**config.mk**
```make
export PLATFORM = sky130hd
export DESIGN_NAME = fetch_unit
export DESIGN_NICKNAME = d
export VERILOG_FILES = /design/src/rtl/fetch_unit.sv
export SDC_FILE = /design/constraint.sdc
export NUM_CORES = 1
export LEC_CHECK = 0
export CAP_MARGIN = 5
export CORE_MARGIN = 2
export CORE_UTILIZATION = 48
export DETAILED_ROUTE_END_ITERATION = 10
export PLACE_DENSITY = 0.86
export SKIP_CTS_REPAIR_TIMING = 1
export SYNTH_ARGS = -nofsm -noshare
export SYNTH_HDL_FRONTEND = slang
export SYNTH_SLANG_ARGS = --single-unit
export TNS_END_PERCENT = 1
```
**constraint.sdc**
```tcl
create_clock -name clk -period 2.7 [get_ports clk]
set_clock_uncertainty 0.05 [all_clocks]
set_input_delay 0.405 -clock clk [delete_from_list [all_inputs] [get_ports clk]]
set_output_delay 0.405 -clock clk [all_outputs]
set_load 0.02 [all_outputs]
```
**src/rtl/fetch_unit.sv**
```systemverilog
// fetch_unit: single-outstanding instruction fetcher with a one-entry output
// register and redirect support (in-flight data is dropped after a redirect).
module fetch_unit #(
   parameter logic [31:0] RESET_PC = 32'h0000_0000,
   parameter logic [31:0] PC_INCR  = 32'd4
) (
   input  logic        clk,
   input  logic        reset,
   output logic        imem_req,
   output logic [31:0] imem_addr,
   input  logic        imem_ack,
   input  logic [31:0] imem_rdata,
   input  logic        redirect,
   input  logic [31:0] redirect_pc,
   output logic        inst_valid,
   input  logic        inst_ready,
   output logic [31:0] inst,
   output logic [31:0] inst_pc
);
   typedef enum logic [1:0] {FETCH = 2'd0, HOLD = 2'd1, DISCARD = 2'd2} state_t;
   state_t      r_state;
   logic [31:0] r_pc, r_addr, r_inst, r_inst_pc;
   logic        r_valid;
   logic [31:0] w_rpc, w_next;
   assign w_rpc  = redirect_pc & ~32'h3;
   assign w_next = (r_pc + PC_INCR) & ~32'h3;
   // DISCARD keeps presenting the abandoned address until its ack arrives
   assign imem_req   = ~reset & (r_state != HOLD);
   assign imem_addr  = (r_state == DISCARD) ? r_addr : r_pc;
   assign inst_valid = r_valid;
   assign inst       = r_inst;
   assign inst_pc    = r_inst_pc;
   always_ff @(posedge clk) begin
      if (reset) begin
         r_state   <= FETCH;
         r_pc      <= RESET_PC & ~32'h3;
         r_addr    <= '0;
         r_valid   <= 1'b0;
         r_inst    <= '0;
         r_inst_pc <= '0;
      end else begin
         case (r_state)
            FETCH:
               if (redirect) begin
                  r_pc    <= w_rpc;
                  r_addr  <= r_pc;
                  r_state <= imem_ack ? FETCH : DISCARD;
               end else if (imem_ack) begin
                  r_inst    <= imem_rdata;
                  r_inst_pc <= r_pc;
                  r_valid   <= 1'b1;
                  r_pc      <= w_next;
                  r_state   <= HOLD;
               end
            HOLD:
               if (redirect) begin
                  r_valid <= 1'b0;
                  r_pc    <= w_rpc;
                  r_state <= FETCH;
               end else if (inst_ready) begin
                  r_valid <= 1'b0;
                  r_state <= FETCH;
               end
            DISCARD: begin
               if (redirect) r_pc <= w_rpc;
               if (imem_ack) r_state <= FETCH;
            end
            default: r_state <= FETCH;
         endcase
      end
   end
endmodule

```
==> results of run 1 <==
[logic make-up (layout without fill, tap and decap cells)]
kind of cell / Yosys count / count (layout) / synth area share
and+or+nand+nor: 318 / 318 / 0.237
AOI/OAI and AO/OA: 187 / 187 / 0.190
DFF: 125 / 125 / 0.433
buffers and inverters: 82 / 220 / 0.0574
muxes: 38 / 38 / 0.0730
adders and majority gates: 4 / 4 / 0.00867
other: 1 / 4 / 0.000649
[power by group]
| part | leakage, uW | switching, uW | internal (uW) | total, uW |
|---|---|---|---|---|
| logic | 0.00159 | 471 | 426 | 898 |
| clock network | 0.000275 | 779 | 1400 | 2180 |
| registers | 0.00102 | 129 | 1950 | 2080 |
| total | 0.00288 | 1380 | 3780 | 5160 |
[worst max path at each step]
stage / slack, ns / depth (start not counted) / start / end
2_1_floorplan: 0.62 / 7 / r_state[0]$_SDFFE_PP0P_ / r_pc[29]$_SDFFE_PP0P_
3_5_place_dp: 0.32 / 6 / imem_ack / r_pc[17]$_SDFFE_PP0P_
4_1_cts: 0.07 / 5 / r_state[0]$_SDFFE_PP0P_ / imem_addr[16]
6_report: 0.07 / 5 / r_state[0]$_SDFFE_PP0P_ / imem_addr[13]
5_1_grt: 0.0005 / 5 / r_state[0]$_SDFFE_PP0P_ / imem_addr[13]
3_3_place_gp: 0.35 / 6 / imem_ack / r_pc[17]$_SDFFE_PP0P_
[critical path: cells and delay by family (launching register included)]
family / cells / cell delay, ns
flip-flops: 1 / 0.32
adder cells (fa/ha/maj): 1 / 0.18
multiplexers: 1 / 0.37
buffers and inverters: 3 / 0.88
[layout by cell type, fill, tap and decap left out, types with 4 or more instances in the layout]
cell and instances:
a21o_1 4, a21oi_1 110, a22oi_1 12, a2bb2oi_1 4
a31oi_1 6, a32oi_1 4, and3_1 7, buf_4 22
clkbuf_1 6, clkbuf_16 17, clkdlybuf4s50_1 159, clkinv_2 4
conb_1 4, dfxtp_1 125, ha_1 4, inv_1 5
mux2_2 33, mux2i_1 5, nand2_1 217, nand3_1 18
nand4_1 7, nor2_1 32, nor3_1 7, o21ai_0 17
o22ai_1 6, or3_1 5
[layer usage]
layer | vias up | routed length (um) | global-route usage | part of all wire
met5 | - | 0 | 0 | 0
met4 | 0 | 480 | 0.0951 | 0.029
met3 | 43 | 1410 | 0.0595 | 0.086
met2 | 291 | 7600 | 0.407 | 0.46
met1 | 2714 | 6940 | 0.325 | 0.42
li1 | 2840 | - | - | -
[cell type report]
class,instances,area [um2]
tap,147,184
sequential,125,2500
clock buffer,25,475
timing repair buffer,183,1790
multi-input combinational,551,2950
clock inverter,7,87.6
inverter,5,18.8
fill,998,3850
[metrics by stage]
stage,cells,hold slack [ns],utilization,total power [uW],setup WS (ns)
floorplan,758,0.383,-,2610,0.623
global route,1043,0.304,0.675,5360,0.000486
global placement,1011,0.388,0.628,2990,0.354
detailed placement,1011,0.395,0.628,3000,0.322
CTS,1043,0.283,0.675,5180,0.0666
finish,1043,0.295,0.675,5160,0.0673
[sequential cells by signal, summed over array words and instances, names as in the netlist]
signal,flops
r_state,2
inst_valid,1
r_pc,30
inst,32
r_addr,30
inst_pc,30
==> out/qor.yml, run 1 <==
dieArea_um2: 12900
p_leak_uw: 0.00288
clockRootBuffer: "clkbuf_16"
vias_per_cell: 5.65
max_stage_delay_ns: 0.54
gp_congestion: 0.946
setup_viol: 0
fp.dieH_um: 114
min_to: "r_pc[13]$_SDFFE_PP0P_"
synth_top_area_frac: 0.433
num_vias: 5888
ys_seq_area_frac: 0.433
finalSetupTns_ns: 0
synth.area.top_cells: "dfxtp_1 43%, nand2_1 14%, a21oi_1 9.5%"
critPathArrivalTime_ns: 2.18
synth_seq_cells: 125
drt_iter0_drc: 578
drive_gt1_frac: 0.102
rsz0062_at_grt: "no"
cap_violations: 0
timing.hold.worst.class: "in2reg"
status: "finished clean"
buffer_ports.inserted: 160
grt_overflow: 0
clkSinkCount: 125
path_clk_slew_ns: 0.05
critical_path.max_fanout: 14
ctsLongestPathBuffers: 2
ys_types: 54
grt_pass1_vias: 5299
area.growth.synth_to_final_pct: 38.7
worstSetupPathType: "reg2out"
postRouteWirelength_um: 16400
fin_nets: 956
syn_area_per_cell_um2: 7.65
r2r-end: "r_pc[17]$_SDFFE_PP0P_"
start_util: 0.487
tritoncts: "done"
synthArstFlopShare: 0
post-route-min-period_ns: 2.63
ys.flop_type: "dfxtp_1"
clkLatencyLatePin_ns: 0.41
ys_warn_count: 0
cts_buffers: 17
dieWidth_um: 114
place_area_um2: 7440
r2r_setup_slack_ns: 0.37
fin_area_um2: 8010
fin_crit_sh: 0.975
drc: 0
start_kind: "register"
firstDrtPassIters: 5
netlist_instances: 755
crit_required_ns: 2.25
slowest_stage: "clkdlybuf4s50_1"
wire_per_inst_um: 15.8
synth.most_common_cell: "nand2_1"
power_per_cell_area_nw_per_um2: 644
irDropWorstVdd_v: 0.000383
worst_pin_slew_ns: 0.645
synth_area_um2: 5780
grt_usage: 0.251
synth.top_cells.by_count: "217 x nand2_1, 125 x dfxtp_1, 110 x a21oi_1, 61 x clkbuf_1, 33 x mux2_2"
fmax_ghz: 0.380
drv_slew: 0
antenna_found_initial: 0
core_area_um2: 11900
grt_max_degree: 63
rr_worst_depth: 7
min_path_cells: 2
rows: 40
grt_first_pass_wirelength_um: 26000
finalHoldViolations: 0
cp-end-kind: "output port"
crit_chain: "inv_1 > ha_1 > buf_4 > mux2_2 > clkdlybuf4s50_1"
min-delay-start: "reset"
synth_edf_count: 0
antenna_cells: 0
ant_nets: 0
num_io_pins: 167
place_hpwl_um: 11200
reg2reg_from: "r_state[0]$_SDFFE_PP0P_"
yosysTopAreaCell: "dfxtp_1"
slew_headroom: 0.566
h-tree-depth: 4
No activity file was read; power rests on OpenSTA's default activity.
==> inputs of run 2 (changes only) <==
--- a/config.mk
+++ b/config.mk
@@ -6,11 +6,13 @@
 export NUM_CORES = 1
 export LEC_CHECK = 0
 export CAP_MARGIN = 5
+export CORE_ASPECT_RATIO = 0.5
 export CORE_MARGIN = 2
 export CORE_UTILIZATION = 48
 export DETAILED_ROUTE_END_ITERATION = 10
 export PLACE_DENSITY = 0.86
 export SKIP_CTS_REPAIR_TIMING = 1
+export SLEW_MARGIN = 0
 export SYNTH_ARGS = -nofsm -noshare
 export SYNTH_HDL_FRONTEND = slang
 export SYNTH_SLANG_ARGS = --single-unit
==> out/qor.yml, run 2 (synthesis results as in run 1) <==
seqPwrFrac: 0.395
fp.dieH_um: 81.6
tritoncts: "done"
switching_share: 0.277
cap_violations: 0
fmax_ghz: 0.385
slew_headroom: 0.505
vias_per_cell: 5.62
max_stage_delay_ns: 0.55
p_leak_uw: 0.00294
critPathArrivalTime_ns: 2.14
fin_nets: 957
setup_viol: 0
fill_cells: 926
grt_overflow: 0
power_per_cell_area_nw_per_um2: 651
grt_usage: 0.262
buffer_ports.inserted: 160
seq_area_um2: 2500
cts_buffers: 17
clkLatencyLatePin_ns: 0.40
whs_ns: 0.331
critical_path.max_fanout: 10
core_area_um2: 11800
crit_chain: "inv_1 > ha_1 > buf_4 > mux2_2 > clkdlybuf4s50_1"
irDropWorstVdd_v: 0.000450
power_switching_uw: 1460
multi_input_area_um2: 2950
ctsLongestPathBuffers: 2
largest_reg_flops: 32
layout_common_cells: "217 x nand2_1, 157 x clkdlybuf4s50_1, 125 x dfxtp_1"
final_cells: 1062
dieArea_um2: 13000
start_kind: "register"
dieWidth_um: 159
drv_slew: 0
num_io_pins: 167
gp_congestion: 0.917
grt_pass1_vias: 5601
start_util: 0.491
rsz0062_at_grt: "yes"
post-route-min-period_ns: 2.60
grt_first_pass_wirelength_um: 27400
fin_util: 0.687
comb_power_share: 0.175
layout_commonest_cell: "nand2_1"
antenna_found_initial: 0
p_int_uw: 3810
drc: 0
critical_path.top_delay_family: "buffers and inverters"
num_vias: 5966
worstSetupPathType: "reg2out"
fin_crit_sh: 0.961
grt_max_degree: 72
wire_per_inst_um: 16.7
drive_gt1_frac: 0.108
finalSetupTns_ns: 0
path_clk_slew_ns: 0.05
clkPwrFrac: 0.429
h-tree-depth: 4
antenna_cells: 0
area.growth.synth_to_final_pct: 40.0
place_hpwl_um: 11700
rows: 28
finalHoldViolations: 0
post-place-cells: 1030
status: "finished clean"
worst_pin_slew_ns: 0.742
clockRootBuffer: "clkbuf_16"
clkSinkCount: 125
cp-end-kind: "output port"
slowest_stage: "clkdlybuf4s50_1"
firstDrtPassIters: 5
crit_required_ns: 2.25
worst-path-buf-inv: 3
ant_nets: 0
postRouteWirelength_um: 17700
timing.hold.worst.class: "in2reg"
drt_iter0_drc: 530
-- run 2: cell count changes in the layout (fill, tap and decap cells not counted), sizes merged --
| cell | previous run | this run |
|---|---|---|
| clkinv | 4 | 6 |
| clkbuf | 25 | 21 |
| dlymetal6s2s | 0 | 2 |
| clkinvlp | 1 | 3 |
| buf | 24 | 25 |
| clkdlybuf4s50 | 159 | 157 |
-- run 2: per-stage QoR --
stage / total power, uW / worst slack [ns] / instance area [um2]
2_1_floorplan: 2610 / 0.623 / 5790
3_3_place_gp: 2990 / 0.338 / 7490
3_5_place_dp: 3020 / 0.258 / 7490
4_1_cts: 5270 / 0.0190 / 8070
5_1_grt: 5440 / -0.00249 / 8090
6_report: 5260 / 0.104 / 8090
-- run 2: final timing paths --
| kind | from | end | slack, ns | cells after the start |
|---|---|---|---|---|
| max | r_state[0]$_SDFFE_PP0P_ | imem_addr[25] | 0.10 | 5 |
| min | reset | r_state[1]$_SDFFE_PP0P_ | 0.33 | 2 |
| max reg2reg | r_pc[9]$_SDFFE_PP0P_ | r_pc[29]$_SDFFE_PP0P_ | 0.45 | 5 |
| min reg2reg | r_addr[3]$_SDFFE_PP0P_ | r_addr[3]$_SDFFE_PP0P_ | 0.40 | 2 |
-- run 2: layout make-up --
cell class,count,area share
clock buffers,21,0.0582
clock inverters,11,0.0144
repair buffers,184,0.225
well taps,165,0.0255
flip-flops and latches,125,0.310
inverters,5,0.00232
multi-input cells,551,0.365
-- run 2: power groups by stage --
stage	registers (uW)	logic, uW	clock network, uW
after floorplan	2090	521	0
after global placement	2100	889	0
after detailed placement	2110	907	0
after CTS	2070	917	2280
after global routing	2090	987	2360
final	2080	923	2260
-- run 2: metal layers --
layer / track usage / share of wire
met1: 0.320 / 0.43
met2: 0.473 / 0.48
met3: 0.0525 / 0.069
met4: 0.0882 / 0.017
met5: 0 / 0
-- run 2: worst reg2reg max path, delay by kind of cell, from the launching register on --
family	cells	cell delay (ns)
flip-flops	1	0.53
AO/OA/AOI/OAI	1	0.19
AND/OR/NAND/NOR	4	1.40
==> inputs of run 3 (changes only) <==
--- a/config.mk
+++ b/config.mk
@@ -10,7 +10,7 @@
 export CORE_MARGIN = 2
 export CORE_UTILIZATION = 48
 export DETAILED_ROUTE_END_ITERATION = 10
-export PLACE_DENSITY = 0.86
+export PLACE_DENSITY_LB_ADDON = 0.12
 export SKIP_CTS_REPAIR_TIMING = 1
 export SLEW_MARGIN = 0
 export SYNTH_ARGS = -nofsm -noshare
==> out/qor.yml, run 3 (synthesis results as in run 1) <==
crit_required_ns: 2.25
drc: 0
setup.worst_path.start: "r_state[0]$_SDFFE_PP0P_"
firstDrtPassIters: 5
largest_reg_flops: 32
drive_gt1_frac: 0.114
area.growth.synth_to_final_pct: 41.5
post-route-min-period_ns: 2.63
ant_nets: 0
met3_usage: 0.0591
finalHoldViolations: 0
fin_crit_sh: 0.975
clkLatencyLatePin_ns: 0.41
busiest_layer: "met2"
buffer_ports.inserted: 160
timing.hold.worst.class: "reg2reg"
tritoncts: "done"
status: "finished clean"
drv_slew: 0
vias_per_cell: 5.48
cts_buffers: 17
antenna_cells: 0
worst-path-buf-inv: 3
grt_first_pass_wirelength_um: 26900
rows: 28
grt_pass1_vias: 5330
gp_congestion: 0.940
h-tree-depth: 4
critPathArrivalTime_ns: 2.18
grt_usage: 0.260
final_cells: 1067
start_kind: "register"
fp.dieH_um: 81.6
wire_per_inst_um: 16.0
met2_usage: 0.421
drt_iter0_drc: 390
dieArea_um2: 13000
irDropWorstVdd_v: 0.000424
cap_violations: 0
fmax_ghz: 0.380
slew_headroom: 0.535
p_leak_uw: 0.00318
ctsLongestPathBuffers: 2
worstSetupPathType: "reg2out"
rsz0062_at_grt: "no"
setup_viol: 0
fin_nets: 962
crit_chain: "inv_1 > ha_1 > buf_8 > mux2_2 > clkdlybuf4s50_1"
clkSinkCount: 125
grt_max_degree: 69
layout_commonest_cell: "nand2_1"
slowest_stage: "clkdlybuf4s50_1"
critical_path.top_delay_family: "buffers and inverters"
max_stage_delay_ns: 0.54
grt_overflow: 0
clockRootBuffer: "clkbuf_16"
core_area_um2: 11800
dieWidth_um: 159
postRouteWirelength_um: 17100
worst_pin_slew_ns: 0.698
post-place-cells: 1035
cp-end-kind: "output port"
reg2reg_from: "r_state[0]$_SDFFE_PP0P_"
path_clk_slew_ns: 0.06
antenna_found_initial: 0
power_per_cell_area_nw_per_um2: 664
place_hpwl_um: 11400
num_io_pins: 167
critical_path.max_fanout: 21
start_util: 0.491
layout_common_cells: "217 x nand2_1, 144 x clkdlybuf4s50_1, 125 x dfxtp_1"
grt_use_met1: 0.344
min-delay-start: "r_addr[25]$_SDFFE_PP0P_"
total_power_uw: 5420
num_vias: 5842
[run 3: layout make-up]
type                            instances  area (um2)
Clock buffer                           18         439
Timing Repair Buffer                  189        1860
Clock inverter                         14         190
Fill cell                             974        3600
Sequential cell                       125        2500
Multi-Input combinational cell        551        2950
Tap cell                              165         206
Inverter                                5        18.8
[run 3: report_power, final]
group	total [uW]	switching (uW)	internal, uW	leakage [uW]
sequential	2070	125	1950	0.00102
combinational	915	487	428	0.00185
clock	2430	862	1570	0.000307
[run 3: tightest hold or removal path: cells and delay by family, from the launching register on]
family          cells  cell delay, ns
compound gates      1            0.05
flops               1            0.30
simple gates        1            0.05
[run 3: worst paths after layout]
path,end,slack [ns],cells after the start
worst max-delay path,imem_addr[20],0.07,5
worst max register to register,r_pc[15]$_SDFFE_PP0P_,0.40,8
worst min-delay path,r_addr[25]$_SDFFE_PP0P_,0.40,2
worst min register to register,r_addr[25]$_SDFFE_PP0P_,0.40,2
[run 3: per-stage QoR]
| stage | area [um2] | setup WS (ns) | hold slack (ns) | util | TNS (ns) |
|---|---|---|---|---|---|
| 6_report | 8170 | 0.0675 | 0.401 | 0.694 | 0 |
| 5_1_grt | 8170 | 0.00151 | 0.417 | 0.694 | 0 |
| 4_1_cts | 8130 | -0.0146 | 0.403 | 0.690 | -0.0801 |
| 3_5_place_dp | 7500 | 0.391 | 0.394 | 0.637 | 0 |
| 3_3_place_gp | 7500 | 0.459 | 0.388 | 0.637 | 0 |
| 2_1_floorplan | 5790 | 0.623 | 0.383 | - | 0 |
[run 3: routing by layer]
layer  vias to the layer above  wire (um)
met5                         -          0
li1                       2857          -
met3                        29       1250
met4                         0        306
met2                       241       7600
met1                      2715       7940
